==> src/rtl/mt9v032_deframer_pkg.sv <==
// rtl/mt9v032_deframer_pkg.sv - shared state encodings, framing bit positions and width helpers
package mt9v032_deframer_pkg;

  localparam logic [1:0] ST_SEARCH = 2'd0;
  localparam logic [1:0] ST_VERIFY = 2'd1;
  localparam logic [1:0] ST_LOCKED = 2'd2;

  localparam int START_POS = 0;

  function automatic int stop_pos(input int frame);
    return frame - 1;
  endfunction

  // Ceiling log2, never below 1 so it can size a vector directly.
  function automatic int clog2(input int n);
    int r;
    r = 0;
    while ((1 << r) < n) r++;
    return (r < 1) ? 1 : r;
  endfunction

endpackage

==> src/rtl/mt9v032_deframer_lane.sv <==
// rtl/mt9v032_deframer_lane.sv - one lane: two-frame window, alignment search/verify/lock FSM
// and the registered payload at the current bit offset.
module mt9v032_deframer_lane
  import mt9v032_deframer_pkg::*;
#(
  parameter int  DATA     = 10,
  parameter int  LOCK_CNT = 16,
  parameter int  ERR_CNT  = 4,
  localparam int FRAME    = DATA + 2,
  localparam int OW       = clog2(FRAME)
) (
  input  logic             clk,
  input  logic             rst_n,
  input  logic             in_valid,
  input  logic [FRAME-1:0] in_frame,
  input  logic             retrain,
  input  logic             inhibit,
  output logic [DATA-1:0]  payload,
  output logic             err,
  output logic             lock,
  output logic [OW-1:0]    offset
);

  localparam int            CW       = clog2(LOCK_CNT + 1);
  localparam int            EW       = clog2(ERR_CNT + 1);
  localparam int            STOP_POS = stop_pos(FRAME);
  localparam logic [CW-1:0] CNT_ONE  = CW'(1);
  localparam logic [CW-1:0] CNT_LAST = CW'(LOCK_CNT);
  localparam logic [EW-1:0] ERR_ONE  = EW'(1);
  localparam logic [EW-1:0] ERR_LAST = EW'(ERR_CNT);
  localparam logic [OW-1:0] OFF_ONE  = OW'(1);
  localparam logic [OW-1:0] OFF_LAST = OW'(FRAME - 1);

  logic [1:0]         state;
  logic [FRAME-1:0]   prev;
  logic [CW-1:0]      cnt;
  logic [EW-1:0]      errcnt;
  logic [2*FRAME-1:0] win;
  logic [FRAME-1:0]   cand;
  logic               good;
  logic [OW-1:0]      offset_adv;
  logic [CW-1:0]      cnt_inc;
  logic [EW-1:0]      errcnt_inc;

  // prev holds the earlier bits, so offset 0 selects the previous frame verbatim.
  assign win        = {in_frame, prev};
  assign cand       = FRAME'(win >> offset);
  assign good       = cand[START_POS] & ~cand[STOP_POS];
  assign cnt_inc    = cnt + CNT_ONE;
  assign errcnt_inc = errcnt + ERR_ONE;
  assign lock       = (state == ST_LOCKED);

  always_comb begin
    offset_adv = offset;
    if (!inhibit) begin
      offset_adv = (offset == OFF_LAST) ? '0 : offset + OFF_ONE;
    end
  end

  always_ff @(posedge clk or negedge rst_n) begin
    if (!rst_n) begin
      state   <= ST_SEARCH;
      prev    <= '0;
      cnt     <= '0;
      errcnt  <= '0;
      offset  <= '0;
      payload <= '0;
      err     <= 1'b0;
    end else begin
      err <= 1'b0;
      if (in_valid) begin
        prev    <= in_frame;
        payload <= cand[FRAME-2:1];
      end
      if (retrain) begin
        state  <= ST_SEARCH;
        cnt    <= '0;
        errcnt <= '0;
        offset <= '0;
      end else if (in_valid) begin
        case (state)
          ST_SEARCH: begin
            if (good) begin
              if (LOCK_CNT == 1) begin
                state <= ST_LOCKED;
                cnt   <= '0;
              end else begin
                state <= ST_VERIFY;
                cnt   <= CNT_ONE;
              end
            end else begin
              offset <= offset_adv;
            end
          end
          ST_VERIFY: begin
            if (good) begin
              if (cnt_inc == CNT_LAST) begin
                state <= ST_LOCKED;
                cnt   <= '0;
              end else begin
                cnt <= cnt_inc;
              end
            end else begin
              state  <= ST_SEARCH;
              cnt    <= '0;
              offset <= offset_adv;
            end
          end
          ST_LOCKED: begin
            if (good) begin
              errcnt <= '0;
            end else begin
              err <= 1'b1;
              // Offset is kept on loss so the last good alignment is retried first.
              if (errcnt_inc == ERR_LAST) begin
                state  <= ST_SEARCH;
                errcnt <= '0;
              end else begin
                errcnt <= errcnt_inc;
              end
            end
          end
          default: begin
            state  <= ST_SEARCH;
            cnt    <= '0;
            errcnt <= '0;
          end
        endcase
      end
    end
  end

endmodule

==> src/rtl/mt9v032_deframer.sv <==
// rtl/mt9v032_deframer.sv - multi-lane word aligner: per-lane framing lock, output gated on
// all lanes being locked.
module mt9v032_deframer
  import mt9v032_deframer_pkg::*;
#(
  parameter int  CHANNELS = 1,
  parameter int  DATA     = 10,
  parameter int  LOCK_CNT = 16,
  parameter int  ERR_CNT  = 4,
  localparam int FRAME    = DATA + 2,
  localparam int OW       = clog2(FRAME)
) (
  input  logic                      clk,
  input  logic                      rst_n,
  input  logic                      in_valid,
  input  logic [CHANNELS*FRAME-1:0] in_data,
  input  logic                      retrain,
  input  logic                      inhibit,
  output logic                      out_valid,
  output logic [CHANNELS*DATA-1:0]  out_data,
  output logic [CHANNELS-1:0]       out_err,
  output logic [CHANNELS-1:0]       lock,
  output logic                      all_locked,
  output logic [CHANNELS*OW-1:0]    offset
);

  genvar c;
  generate
    for (c = 0; c < CHANNELS; c++) begin : g_lane
      mt9v032_deframer_lane #(
        .DATA     (DATA),
        .LOCK_CNT (LOCK_CNT),
        .ERR_CNT  (ERR_CNT)
      ) u_lane (
        .clk      (clk),
        .rst_n    (rst_n),
        .in_valid (in_valid),
        .in_frame (in_data[c*FRAME +: FRAME]),
        .retrain  (retrain),
        .inhibit  (inhibit),
        .payload  (out_data[c*DATA +: DATA]),
        .err      (out_err[c]),
        .lock     (lock[c]),
        .offset   (offset[c*OW +: OW])
      );
    end
  endgenerate

  assign all_locked = &lock;

  // all_locked here is still the pre-update lock state of this cycle.
  always_ff @(posedge clk or negedge rst_n) begin
    if (!rst_n) begin
      out_valid <= 1'b0;
    end else begin
      out_valid <= in_valid & all_locked;
    end
  end

endmodule
==> config.mk <==
export PLATFORM = sky130hd
export DESIGN_NAME = mt9v032_deframer
export DESIGN_NICKNAME = d
export VERILOG_FILES = /design/src/rtl/mt9v032_deframer_pkg.sv /design/src/rtl/mt9v032_deframer_lane.sv /design/src/rtl/mt9v032_deframer.sv
export SDC_FILE = /design/constraint.sdc
export NUM_CORES = 1
export LEC_CHECK = 0
export ABC_AREA = 1
export BUFFER_PORTS_ARGS = -buffer_cell sky130_fd_sc_hd__buf_2
export CELL_PAD_IN_SITES_DETAIL_PLACEMENT = 0
export CELL_PAD_IN_SITES_GLOBAL_PLACEMENT = 1
export CORE_ASPECT_RATIO = 1.4
export CORE_MARGIN = 2
export CORE_UTILIZATION = 46
export CTS_BUF_LIST = sky130_fd_sc_hd__clkbuf_8
export CTS_CLUSTER_SIZE = 24
export DETAILED_ROUTE_END_ITERATION = 8
export GPL_TIMING_DRIVEN = 0
export PLACE_DENSITY_LB_ADDON = 0.1
export SYNTH_ARGS = -nofsm -noshare
export SYNTH_HDL_FRONTEND = slang
export SYNTH_SLANG_ARGS = --single-unit
==> constraint.sdc <==
create_clock -name clk -period 3.4 [get_ports clk]
set_clock_uncertainty 0.2 [all_clocks]
set_input_delay 0.34 -clock clk [delete_from_list [all_inputs] [get_ports clk]]
set_output_delay 0.34 -clock clk [all_outputs]
set_load 0.03 [all_outputs]
==> impl_metrics.yaml, run 1 <==
logic_synthesis:
  syn-num-nets: 389
  synthMuxAreaShare: 0.0157
  synth_compound_area_frac: 0.154
  synthTopCellsByArea: "dfrtp_1 37%, nand2_1 16%, nand3_1 9.6%, o21ai_0 7.8%, nor2_1 4.3%"
  synth_top_cell_area_share: 0.373
  ys_types: 30
  yosysWarnings: 0
  synth_top_family_by_area: "simple AND/OR/NAND/NOR gates"
  syn_avg_cell_area_um2: 6.93
  synthAdderAreaFrac: 0.0196
  ys_ff_latch: 38
  netlist_area_um2: 2550
  syn_inst: 368
  yosys.area_share.simple: 0.344
  ys_seq_area_frac: 0.373
  synth_xor_area_frac: 0.0172
  synth_top_area_cell: "dfrtp_1"
floorplan:
  die_area_um2: 6170
  core-area_um2: 5450
  rows: 32
  die_width_um: 66.9
  die_y_um: 92.1
  initial_core_util: 0.469
  io_pins: 35
timing:
  rsz0062_at_grt: "no"
  slew_headroom: 0.415
  maxSlewViolCount: 0
  final_hold_viol_count: 0
  hold_ws_ns: 0.0677
  finalSetupViolations: 0
  tns_ns: 0
  period_share: 0.697
  finalCriticalPeriod_ns: 2.37
  worst_pin_slew_ns: 0.877
  fmax_mhz: 422
worst_setup_path:
  cp.arrival_ns: 2.34
  crit_required_ns: 3.37
  end_kind: "register"
  crit_chain: "inv_2, buf_4, clkbuf_1, nand3_1, nand3_1, o21ai_0, o211ai_1, nand2_1"
  setup.worst_path.class: "reg2reg"
  path_common_cell: "nand3_1"
  path_max_fanout: 10
  cpMaxStageDelayCell: "clkbuf_1"
  start_kind: "register"
  slowest_delay_ns: 0.45
global_routing:
  grt-ovfl-total: 0
  grt_pass1_wl_mm: 12.5
  first_global_vias: 2554
  grt_max_degree: 39
  antenna_found_initial: 0
  grt_usage: 0.273
drt:
  ant_nets: 0
  wl_per_cell_um: 16.0
  dr.pass1.iters: 4
  drt_wl_total_mm: 7.64
  drc: 0
  viasPerCell: 5.46
  first_iter_violations: 140
  num_vias: 2610
final_layout:
  fin_area_um2: 2950
  layout_commonest_cell: "nand2_1"
  nets: 430
  antennaDiodeCount: 0
  num-fill-cells: 585
  area_delta_synth_final_pct: 15.8
  drive_gt1_frac: 0.166
  layout_common_cells: "112 x nand2_1, 49 x nand3_1, 40 x o21ai_0"
  final_cells: 478
placement:
  placed_area_um2: 2800
  dp.cells: 469
  dpl.hpwl_mm: 5.85
  place_congestion: 0.927
  io_buffers: 33
power_and_ir_drop:
  power_density_nw_per_um2: 622
  power_w: 0.00184
  leakagePower_nw: 1.51
  ir_drop_mv: 0.261
hold_path:
  hold_path.class: "in2reg"
cts:
  clk_latency_ns: 0.30
  post-cts-setup-buffers: 0
  cts_root_buffer: "clkbuf_8"
  cts_sinks: 38
  htreeDepth: 2
  clock_path_buffers: 2
  path_clk_slew_ns: 0.09
  cts_buffers: 5
  cts_tree: "built"
  ctsResizeCount: 0
run:
  maxCapViolCount: 0
run_status:
  status: "finished, final reports clean"
-- critical path, delay by kind of cell, from the launching register on --
| kind | cells | cell delay, ns |
|---|---|---|
| AND/OR/NAND/NOR | 3 | 0.45 |
| AO/OA/AOI/OAI | 2 | 0.38 |
| flip-flops | 1 | 0.42 |
| buffers and inverters | 3 | 0.79 |
-- flip-flops by register name, summed over array words and instances, names as in the netlist --
name and count:
g_lane.u_lane.cnt 5, g_lane.u_lane.offset 4, g_lane.u_lane.prev 12, g_lane.u_lane.payload 10, g_lane.u_lane.state 2, g_lane.u_lane.errcnt 3
out_valid 1, g_lane.u_lane.err 1
-- synth_stat cells --
library cell / n
nand2_1: 112
nand3_1: 49
o21ai_0: 40
dfrtp_1: 38
nor2_1: 29
inv_1: 19
a21oi_1: 14
clkbuf_1: 7
nand2_2: 6
a31oi_1: 5
o211ai_1: 5
buf_2: 4
buf_4: 4
ha_1: 4
inv_2: 4
mux2i_1: 4
xor2_1: 4
buf_1: 3
nand4_1: 3
a21oi_4: 2
buf_6: 2
o21ai_1: 2
nand2_4: 1
nand3_2: 1
nor2_2: 1
nor3_1: 1
nor3b_1: 1
o221a_2: 1
or2_2: 1
xnor2_1: 1
-- power breakdown --
part | internal, W | switching [W]
Sequential | 0.000524 | 0.0000507
Combinational | 0.000238 | 0.000538
Clock | 0.000313 | 0.000173
Total | 0.00107 | 0.000762
-- repair_timing --
action,CTS,global route
setup endpoints to repair,0,0
endpoints found under the hold margin,38,0
hold buffers,1,0
-- metrics by stage --
step / util / worst slack [ns]
finish: 0.543 / 1.03
global route: 0.543 / 0.887
CTS: 0.543 / 1.07
detailed placement: 0.514 / 1.08
global placement: 0.514 / 1.07
floorplan: - / 1.40
-- metal layers --
layer / global-route usage / wire length (um) / share of wire / up-vias
met2: 0.483 / 4070 / 0.53 / 75
li1: - / - / - / 1307
met3: 0.0356 / 309 / 0.040 / 26
met1: 0.301 / 2900 / 0.38 / 1202
met4: 0.158 / 362 / 0.047 / 0
met5: 0 / 0 / 0 / -
-- final timing paths --
path | depth (start not counted) | start | slack (ns) | endpoint
max in group asynchronous | 2 | rst_n | 1.95 | g_lane[0].u_lane.payload[5]$_DFFE_PN0P_
min | 3 | in_data[0] | 0.07 | g_lane[0].u_lane.prev[0]$_DFFE_PN0P_
max | 8 | g_lane[0].u_lane.offset[1]$_DFFE_PN0P_ | 1.03 | g_lane[0].u_lane.payload[0]$_DFFE_PN0P_
min in group asynchronous | 2 | rst_n | 0.48 | g_lane[0].u_lane.prev[1]$_DFFE_PN0P_
max reg2reg | 8 | g_lane[0].u_lane.offset[1]$_DFFE_PN0P_ | 1.03 | g_lane[0].u_lane.payload[0]$_DFFE_PN0P_
min reg2reg | 2 | g_lane[0].u_lane.payload[7]$_DFFE_PN0P_ | 0.28 | g_lane[0].u_lane.payload[7]$_DFFE_PN0P_
-- logic make-up after synthesis --
logic type / after synthesis
muxes: 4
buffers and inverters: 43
AOI/OAI and AO/OA: 69
xor gates and xnor gates: 5
and+or+nand+nor: 205
adders and majority gates: 4
DFF: 38
-- final cells by class --
type	instances	area (um2)	area share
Clock buffer	6	82.6	0.0280
Sequential cell	38	951	0.322
Multi-Input combinational cell	287	1400	0.475
Buffer	20	110	0.0373
Inverter	23	86.3	0.0292
Clock inverter	2	60.1	0.0203
Timing Repair Buffer	34	175	0.0593
Tap cell	68	85.1	0.0288
No activity file was read; power rests on OpenSTA's default activity.
==> run 2, diff against run 1 <==
--- a/config.mk
+++ b/config.mk
@@ -5,13 +5,13 @@
 export SDC_FILE = /design/constraint.sdc
 export NUM_CORES = 1
 export LEC_CHECK = 0
-export ABC_AREA = 1
+export ABC_AREA = 0
 export BUFFER_PORTS_ARGS = -buffer_cell sky130_fd_sc_hd__buf_2
 export CELL_PAD_IN_SITES_DETAIL_PLACEMENT = 0
 export CELL_PAD_IN_SITES_GLOBAL_PLACEMENT = 1
 export CORE_ASPECT_RATIO = 1.4
 export CORE_MARGIN = 2
-export CORE_UTILIZATION = 46
+export CORE_UTILIZATION = 47
 export CTS_BUF_LIST = sky130_fd_sc_hd__clkbuf_8
 export CTS_CLUSTER_SIZE = 24
 export DETAILED_ROUTE_END_ITERATION = 8
==> constraint.sdc (replaced) <==
create_clock -name clk -period 2.3 [get_ports clk]
set_clock_uncertainty 0.2 [all_clocks]
set_input_delay 0.23 -clock clk [delete_from_list [all_inputs] [get_ports clk]]
set_output_delay 0.23 -clock clk [all_outputs]
set_load 0.03 [all_outputs]
==> run 2 against run 1 <==
Effect of this change: the flow now finishes with violations (setup timing); die area up 4.1%; power up 3.2%; flip-flop and latch count unchanged; setup slack worse by 1.6 ns; clock power about the same; register-to-register slack worse by 1.6 ns.
==> impl_metrics.yaml, run 2 <==
worst_setup_path:
  path_max_fanout: 7
  setup.worst_path.class: "reg2reg"
  reg2reg_depth: 7
  end_kind: "register"
  crit_required_ns: 2.32
  start_kind: "register"
  cp.arrival_ns: 2.92
power_and_ir_drop:
  leakagePower_nw: 1.43
  pwr-share-seq: 0.413
  power_density_nw_per_um2: 546
  clkPwrFrac: 0.256
  ir_drop_mv: 0.309
  power_w: 0.00190
  switchingPower_w: 0.000626
  p_int_w: 0.00127
  switching_share: 0.330
  p_comb_frac: 0.331
timing:
  fmax_mhz: 345
  period_share: 1.26
  slew_headroom: 0.425
  final_hold_viol_count: 0
  final.setup.worst_slack_ns: -0.596
  maxSlewViolCount: 0
  worst_pin_slew_ns: 0.863
  finalSetupViolations: 18
  finalCriticalPeriod_ns: 2.90
  hold_ws_ns: 0.0400
  rsz0062_at_grt: "yes"
run_status:
  status: "complete, but fails checks"
  violations: "setup timing"
cts:
  cts_sinks: 38
  htreeDepth: 2
  cts_root_buffer: "clkbuf_8"
  cts_tree: "built"
  clk_latency_ns: 0.30
  path_clk_slew_ns: 0.08
  cts_buffers: 5
  clock_path_buffers: 2
final_layout:
  top_register: "g_lane.u_lane.prev"
  num-fill-cells: 468
  area_delta_synth_final_pct: 27.8
  drive_gt1_frac: 0.394
  nets: 347
  multi_input_area_um2: 1790
  layout_commonest_cell: "dfrtp_1"
  largest_register_ffs: 12
  antennaDiodeCount: 0
  seqCellArea_um2: 953
  reg.largest.list: "g_lane.u_lane.prev: 12 flops, g_lane.u_lane.payload: 10 flops, g_lane.u_lane.cnt: 5 flops"
  utilization: 0.624
  layout_common_cells: "36 x dfrtp_1, 33 x buf_2, 22 x nand2_1"
logic_synthesis:
  synth_most_common_cell: "dfrtp_1"
  synth_edf_count: 0
  yosysWarnings: 0
  synth_top_cell_area_share: 0.350
  syn_avg_cell_area_um2: 10.0
  ys_types: 48
  syn-num-nets: 293
  synthTopCellsByArea: "dfrtp_1 35%, mux2_2 9.9%, mux4_2 9.9%, mux2i_1 6.3%, nand2_1 3.0%"
  synth_top_area_cell: "dfrtp_1"
  ys_seq_area_frac: 0.350
  netlist_area_um2: 2720
  ys_top_cells_by_count: "38 x dfrtp_1, 24 x mux2_2, 22 x nand2_1"
  ys_ff_latch: 38
  async_reset_ff_frac: 1.00
  syn_inst: 272
  ys.flop_type: "dfrtp_1"
global_routing:
  first_global_vias: 2414
  grt_pass1_wl_mm: 12.3
  grt-ovfl-total: 0
  grt_usage: 0.263
  grt_max_degree: 39
  antenna_found_initial: 0
floorplan:
  die_width_um: 68.3
  io_pins: 35
  die_area_um2: 6420
  die_y_um: 94.0
  core-area_um2: 5570
  initial_core_util: 0.489
  rows: 32
drt:
  dr.pass1.iters: 6
  num_vias: 2451
  ant_nets: 0
  drt_wl_total_mm: 7.63
  wl_per_cell_um: 19.3
  viasPerCell: 6.21
  drc: 0
  first_iter_violations: 107
hold_path:
  hold_path_depth: 2
  hold_path.class: "in2reg"
placement:
  io_buffers: 33
  dpl.hpwl_mm: 5.46
  place_congestion: 0.935
run:
  maxCapViolCount: 0
-- run 2: cell families (layout without fill, tap and decap cells) --
kind of cell,after synthesis,after routing,share of synthesized area
AND/OR/NAND/NOR,74,74,0.139
AO/OA/AOI/OAI,63,63,0.161
multiplexers,55,55,0.271
flip-flops,38,38,0.350
buffers and inverters,37,92,0.0584
adder cells (fa/ha/maj),4,4,0.0184
XOR/XNOR,1,1,0.00322
-- run 2: power groups by stage --
stage,registers [W],clock network [W],logic [W]
after detailed placement,0.000789,0,0.000500
after global placement,0.000787,0,0.000497
after floorplan,0.000850,0,0.000281
after global routing,0.000791,0.000528,0.000670
final,0.000783,0.000486,0.000627
after CTS,0.000780,0.000495,0.000576
-- run 2: timing repair --
item | CTS | global route
pin swaps | 7 | 11
setup buffers | 10 | 5
hold endpoints to repair | 39 | 0
cloned | 1 | 1
gates resized for setup | 34 | 18
setup endpoints to repair | 24 | 25
hold buffers | 2 | 0
-- run 2: area by class of cell --
class / count / share of cell area
plain buffers: 20 / 0.0403
clock buffers: 6 / 0.0238
clock inverters: 2 / 0.00252
inverters: 13 / 0.0140
multi-input cells: 197 / 0.514
flip-flops and latches: 38 / 0.274
well taps: 68 / 0.0245
repair buffers: 51 / 0.107
-- run 2: worst max-delay path, stage by stage (launching register included) --
cell     delay [ns]
dfrtp_2        0.49
mux2_4         0.33
mux4_2         0.47
or2_0          0.21
a221o_1        0.33
buf_6          0.14
or4b_1         0.46
a31oi_1        0.17
-- run 2: through the flow --
step                setup TNS, ns  cells  worst slack, ns  area, um2
floorplan                   -6.45    272           -0.624       2770
global placement            -8.13    373           -0.623       3020
detailed placement          -8.34    373           -0.650       3020
CTS                         -7.15    391           -0.588       3370
global route                -8.78    395           -0.645       3470
finish                      -7.85    395           -0.596       3470
-- run 2: final timing paths --
path                                                      endpoint                                     from  slack (ns)
max                            g_lane[0].u_lane.cnt[2]$_DFFE_PN0P_   g_lane[0].u_lane.offset[1]$_DFFE_PN0P_       -0.60
min                           g_lane[0].u_lane.prev[3]$_DFFE_PN0P_                               in_data[3]        0.04
max reg2reg                    g_lane[0].u_lane.cnt[2]$_DFFE_PN0P_   g_lane[0].u_lane.offset[1]$_DFFE_PN0P_       -0.60
min reg2reg                g_lane[0].u_lane.payload[6]$_DFFE_PN0P_  g_lane[0].u_lane.payload[6]$_DFFE_PN0P_        0.30
max in group asynchronous   g_lane[0].u_lane.offset[1]$_DFFE_PN0P_                                    rst_n        0.93
min in group asynchronous      g_lane[0].u_lane.cnt[0]$_DFFE_PN0P_                                    rst_n        0.38
-- run 2: routing by layer --
layer | track usage | routed length (um) | vias up
li1 | - | - | 1128
met1 | 0.308 | 2980 | 1223
met2 | 0.464 | 4030 | 81
met3 | 0.0372 | 360 | 19
met4 | 0.115 | 260 | 0
met5 | 0 | 0 | -
